File: config.mk
export PLATFORM = sky130hd
export DESIGN_NAME = game_click_capture
export DESIGN_NICKNAME = d
export VERILOG_FILES = /design/src/rtl/game_click_capture.sv
export SDC_FILE = /design/constraint.sdc
export NUM_CORES = 1
export LEC_CHECK = 0
export BUFFER_PORTS_ARGS = -buffer_cell sky130_fd_sc_hd__buf_2
export CORE_MARGIN = 1.5
export CORE_UTILIZATION = 55
export DETAILED_ROUTE_END_ITERATION = 12
export GPL_ROUTABILITY_DRIVEN = 1
export PLACE_DENSITY = 0.93
export REMOVE_ABC_BUFFERS = 1
export SLEW_MARGIN = 40
export SYNTH_ARGS = -nofsm -noshare
export SYNTH_HDL_FRONTEND = slang
export SYNTH_SLANG_ARGS = --single-unit
File: constraint.sdc
create_clock -name clock -period 3.46 [get_ports clock]
set_input_delay 0.519 -clock clock [delete_from_list [all_inputs] [get_ports clock]]
set_output_delay 0.519 -clock clock [all_outputs]
set_load 0.1 [all_outputs]
File: src/rtl/game_click_capture.sv
// game_click_capture: producer side of the minesweeper click handshake.
// Synchronises and debounces the select button, latches the cursor position
// and derived grid cell index on each accepted press, and holds the event
// until the processor acknowledges it with pr_reset.
// Optional build macro FLAG_BUTTON_EN adds a second (flag) button whose
// events set VGAid[31].
module game_click_capture #(
    parameter int unsigned DEBOUNCE_CYCLES = 250000,
    parameter int unsigned X_ORIGIN        = 64,
    parameter int unsigned Y_ORIGIN        = 48,
    parameter int unsigned CELL_SHIFT_X    = 5,
    parameter int unsigned CELL_SHIFT_Y    = 5,
    parameter int unsigned GRID_COLS       = 16,
    parameter int unsigned GRID_ROWS       = 12
) (
    input  logic        clock,
    input  logic        reset,
    input  logic        btn_raw,
`ifdef FLAG_BUTTON_EN
    input  logic        btn_flag_raw,
`endif
    input  logic [9:0]  cursor_x,
    input  logic [8:0]  cursor_y,
    input  logic        pr_reset,
    output logic        pressed,
    output logic [9:0]  x_game,
    output logic [8:0]  y_game,
    output logic [31:0] VGAid,
    output logic        busy
);

`ifdef FLAG_BUTTON_EN
    localparam int NUM_BTN = 2;
`else
    localparam int NUM_BTN = 1;
`endif
    localparam int CNT_W = (DEBOUNCE_CYCLES > 1) ? $clog2(DEBOUNCE_CYCLES) : 1;
    localparam logic [CNT_W-1:0] CNT_MAX = CNT_W'(DEBOUNCE_CYCLES - 1);

    typedef enum logic [1:0] {
        IDLE         = 2'd0,
        PENDING      = 2'd1,
        WAIT_RELEASE = 2'd2
    } state_t;

    // Bit 0 is the select button; bit 1 (when present) is the flag button.
    logic [NUM_BTN-1:0] btn_in;
`ifdef FLAG_BUTTON_EN
    assign btn_in = {btn_flag_raw, btn_raw};
`else
    assign btn_in = btn_raw;
`endif

    logic [NUM_BTN-1:0]            sync1_q, sync1_d;
    logic [NUM_BTN-1:0]            sync2_q, sync2_d;
    logic [NUM_BTN-1:0]            db_q, db_d;
    logic [NUM_BTN-1:0]            db_prev_q, db_prev_d;
    logic [NUM_BTN-1:0]            rise_q, rise_d;
    logic [NUM_BTN-1:0][CNT_W-1:0] cnt_q, cnt_d;

    state_t      state_q, state_d;
    logic [9:0]  x_q, x_d;
    logic [8:0]  y_q, y_d;
    logic [31:0] id_q, id_d;

    logic [10:0] dx, dy;
    logic        borrow_x, borrow_y;
    logic [31:0] col, row;
    logic [31:0] cell_id;

    // Cell index of the live cursor; off-grid positions map to 0x0000FFFF.
    always_comb begin
        dx       = 11'(cursor_x) - 11'(X_ORIGIN);
        dy       = 11'(cursor_y) - 11'(Y_ORIGIN);
        borrow_x = 11'(cursor_x) < 11'(X_ORIGIN);
        borrow_y = 11'(cursor_y) < 11'(Y_ORIGIN);
        col      = 32'(dx >> CELL_SHIFT_X);
        row      = 32'(dy >> CELL_SHIFT_Y);
        cell_id  = 32'h0000_FFFF;
        if (!borrow_x && !borrow_y && (col < GRID_COLS) && (row < GRID_ROWS)) begin
            cell_id = row * GRID_COLS + col;
        end
    end

    // Two-flop synchronisers, debounce counters and the registered rise pulse.
    always_comb begin
        sync1_d   = btn_in;
        sync2_d   = sync1_q;
        db_d      = db_q;
        cnt_d     = cnt_q;
        db_prev_d = db_q;
        rise_d    = db_q & ~db_prev_q;
        for (int i = 0; i < NUM_BTN; i++) begin
            if (sync2_q[i] == db_q[i]) begin
                cnt_d[i] = '0;
            end else if (cnt_q[i] == CNT_MAX) begin
                db_d[i]  = sync2_q[i];
                cnt_d[i] = '0;
            end else begin
                cnt_d[i] = cnt_q[i] + 1'b1;
            end
        end
    end

    // Event FSM: capture on a rise in IDLE, hold until ack, then wait for release.
    always_comb begin
        state_d = state_q;
        x_d     = x_q;
        y_d     = y_q;
        id_d    = id_q;
        case (state_q)
            IDLE: begin
                if (|rise_q) begin
                    x_d     = cursor_x;
                    y_d     = cursor_y;
                    id_d    = cell_id;
`ifdef FLAG_BUTTON_EN
                    if (!rise_q[0]) begin
                        id_d[31] = 1'b1;
                    end
`endif
                    state_d = PENDING;
                end
            end
            PENDING: begin
                if (pr_reset) begin
                    state_d = (|db_q) ? WAIT_RELEASE : IDLE;
                end
            end
            WAIT_RELEASE: begin
                if (db_q == '0) begin
                    state_d = IDLE;
                end
            end
            default: state_d = IDLE;
        endcase
    end

    // All state registers; reset is asynchronous and active-low.
    always_ff @(posedge clock or negedge reset) begin
        if (!reset) begin
            sync1_q   <= '0;
            sync2_q   <= '0;
            db_q      <= '0;
            db_prev_q <= '0;
            rise_q    <= '0;
            cnt_q     <= '0;
            state_q   <= IDLE;
            x_q       <= '0;
            y_q       <= '0;
            id_q      <= '0;
        end else begin
            sync1_q   <= sync1_d;
            sync2_q   <= sync2_d;
            db_q      <= db_d;
            db_prev_q <= db_prev_d;
            rise_q    <= rise_d;
            cnt_q     <= cnt_d;
            state_q   <= state_d;
            x_q       <= x_d;
            y_q       <= y_d;
            id_q      <= id_d;
        end
    end

    assign pressed = (state_q == PENDING);
    assign busy    = (state_q != IDLE);
    assign x_game  = x_q;
    assign y_game  = y_q;
    assign VGAid   = id_q;

endmodule

==> impl_metrics.ini, run 1 <==
[critical_path]
reg2reg_from = cnt_q[11]
crit_path_top_delay_cell = nor3b_1
start_kind = input port
worst-path-buf-inv = 2
cp_common_cell = ha_1
timing.rr.end = cnt_q[7]
r2r_slack_ns = 1.41
reg2regPathDepth = 5
crit_chain = buf_2, inv_1, ha_1, nor3b_1, ha_1, a21oi_1, nor2b_1, o31ai_1, a41oi_1
required_ns = 3.63
cp-end-kind = flop
crit_type = input port to flop
critical-path-top-delay-family = simple AND/OR/NAND/NOR gates
max_stage_delay_ns = 0.65
worstPathMaxFanout = 5
cp_data_arrival_time_ns = 2.46

[timing]
holdWs_ns = 0.170
hold_viol = 0
drv_slew = 0
post-route-min-period_ns = 2.29
fmax_mhz = 437
grt_setup_unrepaired = no
worst_pin_slew_ns = 0.764
worst_clock_skew_ns = 0.00816
finalSetupViolCount = 0
period_share_pct = 66.1
slew_headroom_pct = 48.9

[placed_design]
hpwlAfterDp_um = 3780
place_inst = 366
place_congestion = 0.869
port_buffers = 59

[clock_tree]
root_buffer = clkbuf_8
cts_resized = 0
clock_latency_ns = 0.31
cts_setup_buffers = 0
cts_max_level = 2
tritoncts = built
path_clk_slew_ns = 0.09
cts.sinks = 56
cts_made_buffers = 5
cts_hold_buf = 0
clockBufferDepth = 2

[pwr]
p_int_uw = 851
p_sw_uw = 326
p_clk_share_pct = 30.9
p_leak_nw = 1.48
p_comb_share_pct = 12.9
p_seq_share_pct = 56.2
power_density_nw_per_um2 = 379
switching_share_pct = 27.7
ir_drop_v = 0.000254

[layout]
drive_gt1_share_pct = 31.6
fill_cells = 357
nNetsFinal = 335
diodes = 0
fin_cells = 374
area_growth_syn_to_layout_pct = 14.5

[detailed_routing]
post_drt_wl_per_cell_um = 14.0
wl_met1_um = 2230
viasPerCell = 5.22
num_vias = 1953
firstDrtPassIters = 4
ant_nets = 0
drc = 0
wl_um = 5240
top_layer_used = met4
route.met2.wl_um = 2620
met3_length_um = 297
first_iter_violations = 190

[min_path]
min_path_type = input port to async pin

[die]
die_h_um = 73.2
die-area_um2 = 5360
ios = 76
core_area_um2 = 4720
fp.dieW_um = 73.2
start_util_pct = 57.5
num_rows = 25

[synth]
synthFlopType = dfrtp_1
synthCells = 247
async_flop_share_pct = 100
yosysWarnings = 0
synth_common_cells = 56 x dfrtp_1, 37 x nor2_1, 20 x buf_4, 20 x mux2_2, 15 x xnor2_1
synth_top_area_share_pct = 51.6
synthTopCellsByArea = dfrtp_1 52%, mux2_2 8.3%, buf_4 5.5%
ys_ff_latch = 56
synth_area_um2 = 2710
synth_top_area_cell = dfrtp_1
avgSynthCellArea_um2 = 11.0
yosysMostFrequentCell = dfrtp_1
synth_edf_count = 0
ys_types = 41
seq_area_frac_synth_pct = 51.6

[grt]
antenna_found_initial = 0
grt_pass1_wl_um = 8920
grt_pass1_vias = 1933
grt_max_degree = 43
grt_usage_pct = 21.7
overflow = 0

[run]
cap_viol_max_count = 0

[outcome]
status = completed
-- cells by family after synthesis --
kind of cell	Yosys count	synth area share, %
DFF	56	51.6
and+or+nand+nor	84	16.6
other	1	0.138
AOI/OAI and AO/OA	24	6.09
xor gates and xnor gates	20	6.45
adders and majority gates	6	3.04
muxes	20	8.30
buffers and inverters	36	7.79
-- sequential cells by signal (all words and copies together), names as in the netlist --
signal / cells
VGAid: 12
sync1_q: 1
x_game: 10
cnt_q: 18
y_game: 9
sync2_q: 1
state_q: 2
rise_q: 1
db_prev_d: 1
db_prev_q: 1
-- layer usage --
layer,up-vias,global-route usage (%)
met3,10,4.56
met1,935,28.2
li1,923,-
met2,85,35.7
met4,0,8.18
met5,-,0
-- layout make-up --
class / count / area, µm² / share of cell area (%)
Sequential cell: 56 / 1400 / 45.1
Multi-Input combinational cell: 170 / 1170 / 37.5
Timing Repair Buffer: 62 / 324 / 10.4
Clock buffer: 8 / 90.1 / 2.90
Tap cell: 67 / 83.8 / 2.70
Inverter: 11 / 41.3 / 1.33
-- power groups by stage --
stage	sequential (mW)	combinational, mW	clock (mW)
after floorplan	0.674	0.109	0
final	0.661	0.152	0.364
after CTS	0.662	0.152	0.371
after global routing	0.662	0.164	0.401
after global placement	0.674	0.146	0
after detailed placement	0.675	0.151	0
-- worst max path at each step --
stage,from,endpoint,slack [ns],cells after the start
floorplan,VGAid[14],VGAid[11],-0.34,0
global placement,cursor_x[6],VGAid[7],1.04,9
detailed placement,cursor_x[6],VGAid[7],0.93,9
CTS,cursor_x[6],VGAid[7],1.27,9
global route,cursor_x[6],VGAid[7],0.99,9
finish,cursor_x[6],VGAid[7],1.17,9
-- per-stage QoR --
| step | setup WS, ns | power, mW | TNS [ns] | area [µm²] | utilization (%) |
|---|---|---|---|---|---|
| after floorplan | -0.339 | 0.783 | -1.89 | 2600 | - |
| final | 1.17 | 1.18 | 0 | 3110 | 65.8 |
| after CTS | 1.27 | 1.18 | 0 | 3100 | 65.6 |
| after global routing | 0.993 | 1.23 | 0 | 3110 | 65.8 |
| after global placement | 1.04 | 0.820 | 0 | 2990 | 63.4 |
| after detailed placement | 0.933 | 0.826 | 0 | 3010 | 63.7 |
-- cells in the final DEF, fill, tap and decap left out, drive strengths merged, types with 2 or more instances in the layout --
cell type	synthesis	final
ha	5	5
nor3	5	5
nand4	6	6
nand2	6	6
xnor2	15	15
nand3	6	6
o21ai	4	4
mux2	20	20
conb	1	16
clkbuf	4	8
dfrtp	56	56
nor4	7	7
o31ai	2	2
or4	2	2
nor2	38	38
a21oi	12	12
xor2	5	5
nor2b	6	6
inv	11	11
buf	21	62
-- worst register-to-register path, stage by stage, from the launching register on --
cell and delay (ns):
dfrtp_1 0.44, nor4_1 0.29, nand4_1 0.23, o41ai_4 0.69
buf_6 0.23, nor2_1 0.06
Note: power is estimated with default switching activity, not from simulation.
==> inputs of run 2 (changes only) <==
CORE_UTILIZATION = 47   (was 55)
PLACE_DENSITY = 0.85   (was 0.93)
clock period = 1.95 ns   (was 3.46 ns; I/O delays follow)
==> run 2 against run 1 <==
Effect of this change:
- clock power grew 83%
- routed wire length is 1.5% higher
- core utilization down 7.3 points
- sequential cell count is the same
- first-iteration DRC count shrank 47%
- non-clock buffer count increased by 16
- count of clock-buffer cells in the layout down 1
- sequential share of layout area is 1.8 points lower
- total power up 80%
- via count increased by 1.9%
- cell area grew 4.3%
- cell count rose by 5.3%
- largest cell class unchanged
- highest routed layer unchanged
==> impl_metrics.ini, run 2 (synthesis results as in run 1) <==
[outcome]
status = completed

[die]
die_h_um = 79.0
die-area_um2 = 6240
fp.dieW_um = 79.0
num_rows = 27
core_area_um2 = 5540
start_util_pct = 49.0
ios = 76

[min_path]
min_to = sync1_q
min_path_type = input port to flop
hold-path-cell-count = 1
holdCritStartpoint = btn_raw

[layout]
final_common_cell = buf_2
largest_reg_flops = 18
diodes = 0
design_area_um2 = 3240
drive_gt1_share_pct = 35.1
area_growth_syn_to_layout_pct = 19.4
most-common-layout-cells = 59 x buf_2, 56 x dfrtp_1, 37 x nor2_1
nNetsFinal = 351
regMostFlops = cnt_q
fin_cells = 394

[timing]
worst_clock_skew_ns = 0.00781
drv_slew = 0
post-route-min-period_ns = 1.83
period_share_pct = 94.1
hold_viol = 0
setup_ws_ns = 0.116
finalSetupViolCount = 0
grt_setup_unrepaired = no
fmax_mhz = 545

[grt]
grt_usage_pct = 18.4
grt_pass1_vias = 1996
antenna_found_initial = 0
overflow = 0
grt_max_degree = 27
grt_pass1_wl_um = 9110

[critical_path]
timing.rr.end = cnt_q[17]
crit_chain = nand3_4, or4_4, or4b_4, a21oi_2
reg2regPathDepth = 4
crit_type = flop to flop
critical-path-top-delay-family = simple AND/OR/NAND/NOR gates
required_ns = 2.19
cp_data_arrival_time_ns = 2.07
cp-end-kind = flop
start_kind = flop
r2r_slack_ns = 0.12
reg2reg_from = cnt_q[6]
worst-path-buf-inv = 0
crit_path_top_delay_cell = or4_4
worstPathMaxFanout = 4
max_stage_delay_ns = 0.56

[placed_design]
place_worst_setup_slack_ns = -0.0401
dpl_cell_area_um2 = 3130
place_inst = 386
port_buffers = 59
place_congestion = 0.843
hpwlAfterDp_um = 4090

[clock_tree]
root_buffer = clkbuf_8
cts_resized = 0
cts_made_buffers = 5
cts_hold_buf = 1
clockBufferDepth = 2
cts_setup_buffers = 0
tritoncts = built
path_clk_slew_ns = 0.09
cts.sinks = 56
clock_latency_ns = 0.30
cts_max_level = 2

[pwr]
ir_drop_v = 0.000528
power_density_nw_per_um2 = 655
total_power_mw = 2.12
p_leak_nw = 1.57

[detailed_routing]
ant_nets = 0
firstDrtPassIters = 4
wl_um = 5310
viasPerCell = 5.05
drc = 0
post_drt_wl_per_cell_um = 13.5
num_vias = 1991
first_iter_violations = 101

[run]
cap_viol_max_count = 0
run 2: power breakdown:
group          internal (mW)  switching [mW]
Combinational         0.0639           0.218
Sequential              1.17         0.00581
Clock                  0.317           0.348
run 2: stage by stage:
step / TNS (ns) / util [%] / hold WS, ns
floorplan: -24.53 / - / -0.00309
global placement: 0 / 56.5 / 0.209
detailed placement: -0.0800 / 56.5 / 0.219
CTS: 0 / 58.5 / 0.0850
global route: 0 / 58.5 / 0.0868
finish: 0 / 58.5 / 0.0969
run 2: how the worst max path moves through the flow:
stage / cells after the start / endpoint / slack, ns / start
6_report: 4 / cnt_q[17] / 0.12 / cnt_q[6]
5_1_grt: 5 / cnt_q[9] / 0.03 / cnt_q[10]
4_1_cts: 4 / cnt_q[17] / 0.11 / cnt_q[6]
3_5_place_dp: 9 / VGAid[7] / -0.04 / cursor_x[6]
3_3_place_gp: 8 / VGAid[6] / 0.05 / cursor_x[7]
2_1_floorplan: 2 / VGAid[14] / -1.71 / VGAid[14]
run 2: layout make-up:
cell class / instances / area (µm²)
timing repair buffer: 78 / 453
clock buffer: 7 / 96.3
tap: 72 / 90.1
inverter: 11 / 41.3
multi-input combinational: 170 / 1160
fill: 448 / 2300
sequential: 56 / 1400
run 2: routing by layer:
layer	wire length [µm]	vias up	track usage, %	part of all wire [%]
met2	2660	64	31.2	50
li1	-	959	-	-
met5	0	-	0	0
met4	64	0	5.61	1.2
met3	235	6	2.99	4.4
met1	2360	962	24.0	44
run 2: worst reg2reg max path, cell delays in order (launching register included):
cell,delay [ns]
dfrtp_1,0.49
nand3_4,0.10
or4_4,0.56
or4b_4,0.49
a21oi_2,0.13
==> inputs of run 3 (changes only) <==
PLACE_DENSITY = 0.79   (was 0.85)
==> run 3 against run 2 <==
Effect of this change:
- non-clock buffer count shrank 2
- sequential share of layout area increased by 0.32 points
- combinational power decreased by 2%
- worst hold slack worse by 0.020 ns
- via count down 1.9%
- fmax rose by 0.62%
- critical path depth stayed put
- highest routed layer unchanged
==> impl_metrics.ini, run 3 (synthesis results as in run 1) <==
[grt]
grt_usage_pct = 17.9
antenna_found_initial = 0
grt_max_degree = 57
grt_pass1_vias = 1983
grt_pass1_wl_um = 8820
overflow = 0

[critical_path]
max_stage_delay_ns = 0.52
start_kind = flop
critical-path-top-delay-family = simple AND/OR/NAND/NOR gates
crit_path_top_delay_cell = or4_4
crit_type = flop to flop
cp-end-kind = flop
required_ns = 2.19
worst-path-buf-inv = 0
crit_chain = nand3_1, or4_4, or4b_4, a21oi_2
worstPathMaxFanout = 6
r2r_slack_ns = 0.13
cp_data_arrival_time_ns = 2.06

[layout]
largest_reg_flops = 18
diodes = 0
nNetsFinal = 349
final_common_cell = buf_2
most-common-layout-cells = 59 x buf_2, 56 x dfrtp_1, 37 x nor2_1
fin_util_pct = 58.0
regMostFlops = cnt_q
drive_gt1_share_pct = 35.5
area_growth_syn_to_layout_pct = 18.5

[clock_tree]
cts_max_level = 2
clockBufferDepth = 2
cts_resized = 0
cts.sinks = 56
cts_hold_buf = 0
path_clk_slew_ns = 0.10
cts_setup_buffers = 0
cts_made_buffers = 5
tritoncts = built
clock_latency_ns = 0.31
root_buffer = clkbuf_8

[detailed_routing]
first_iter_violations = 74
ant_nets = 0
wl_um = 4960
firstDrtPassIters = 4
drc = 0
post_drt_wl_per_cell_um = 12.6
num_vias = 1953
viasPerCell = 4.97

[pwr]
power_density_nw_per_um2 = 655
ir_drop_v = 0.000521
p_leak_nw = 1.55

[timing]
worst_clock_skew_ns = 0.0126
slew_headroom_pct = 54.4
period_share_pct = 93.5
post-route-min-period_ns = 1.82
worst_pin_slew_ns = 0.685
holdWs_ns = 0.0769
drv_slew = 0
fmax_mhz = 549
grt_setup_unrepaired = no
hold_viol = 0
finalSetupViolCount = 0

[placed_design]
hpwlAfterDp_um = 3700
port_buffers = 59
place_congestion = 0.856

[die]
fp.dieW_um = 79.0
die-area_um2 = 6240
num_rows = 27
core_area_um2 = 5540
ios = 76
die_h_um = 79.0
start_util_pct = 49.0

[run]
cap_viol_max_count = 0

[outcome]
status = completed

[min_path]
min_path_type = input port to flop
run 3: cell type report:
| type | count | area [µm²] |
|---|---|---|
| multi-input combinational | 170 | 1160 |
| timing repair buffer | 76 | 423 |
| fill | 477 | 2320 |
| tap | 72 | 90.1 |
| clock buffer | 6 | 82.6 |
| inverter | 11 | 41.3 |
| clock inverter | 2 | 13.8 |
| sequential | 56 | 1400 |
run 3: worst paths after layout:
path	startpoint	end	cells past startpoint
max	cnt_q[10]	cnt_q[17]	4
min	btn_raw	sync1_q	1
max reg2reg	cnt_q[10]	cnt_q[17]	4
min reg2reg	sync1_q	sync2_q	0
max in group asynchronous	reset	cnt_q[13]	2
min in group asynchronous	reset	x_game[0]	2
run 3: per-layer routing:
layer / global-route usage [%] / vias up / share of wire, %
li1: - / 954 / -
met1: 22.5 / 928 / 45
met2: 30.4 / 61 / 48
met3: 3.33 / 10 / 4.6
met4: 7.37 / 0 / 2.2
met5: 0 / - / 0
run 3: through the flow:
stage | power [mW] | instance area, µm² | instances | setup TNS, ns | setup slack, ns
CTS | 2.14 | 3210 | 393 | 0 | 0.114
global placement | 1.47 | 3110 | 385 | 0 | 0.0395
global route | 2.20 | 3220 | 393 | 0 | 0.0198
floorplan | 1.39 | 2600 | 237 | -24.53 | -1.71
detailed placement | 1.47 | 3110 | 385 | -0.105 | -0.0603
finish | 2.11 | 3220 | 393 | 0 | 0.127
run 3: where the power goes:
| group | internal, mW | switching (mW) | total, mW |
|---|---|---|---|
| Clock | 0.291 | 0.366 | 0.656 |
| Sequential | 1.17 | 0.00595 | 1.17 |
| Combinational | 0.0603 | 0.216 | 0.277 |
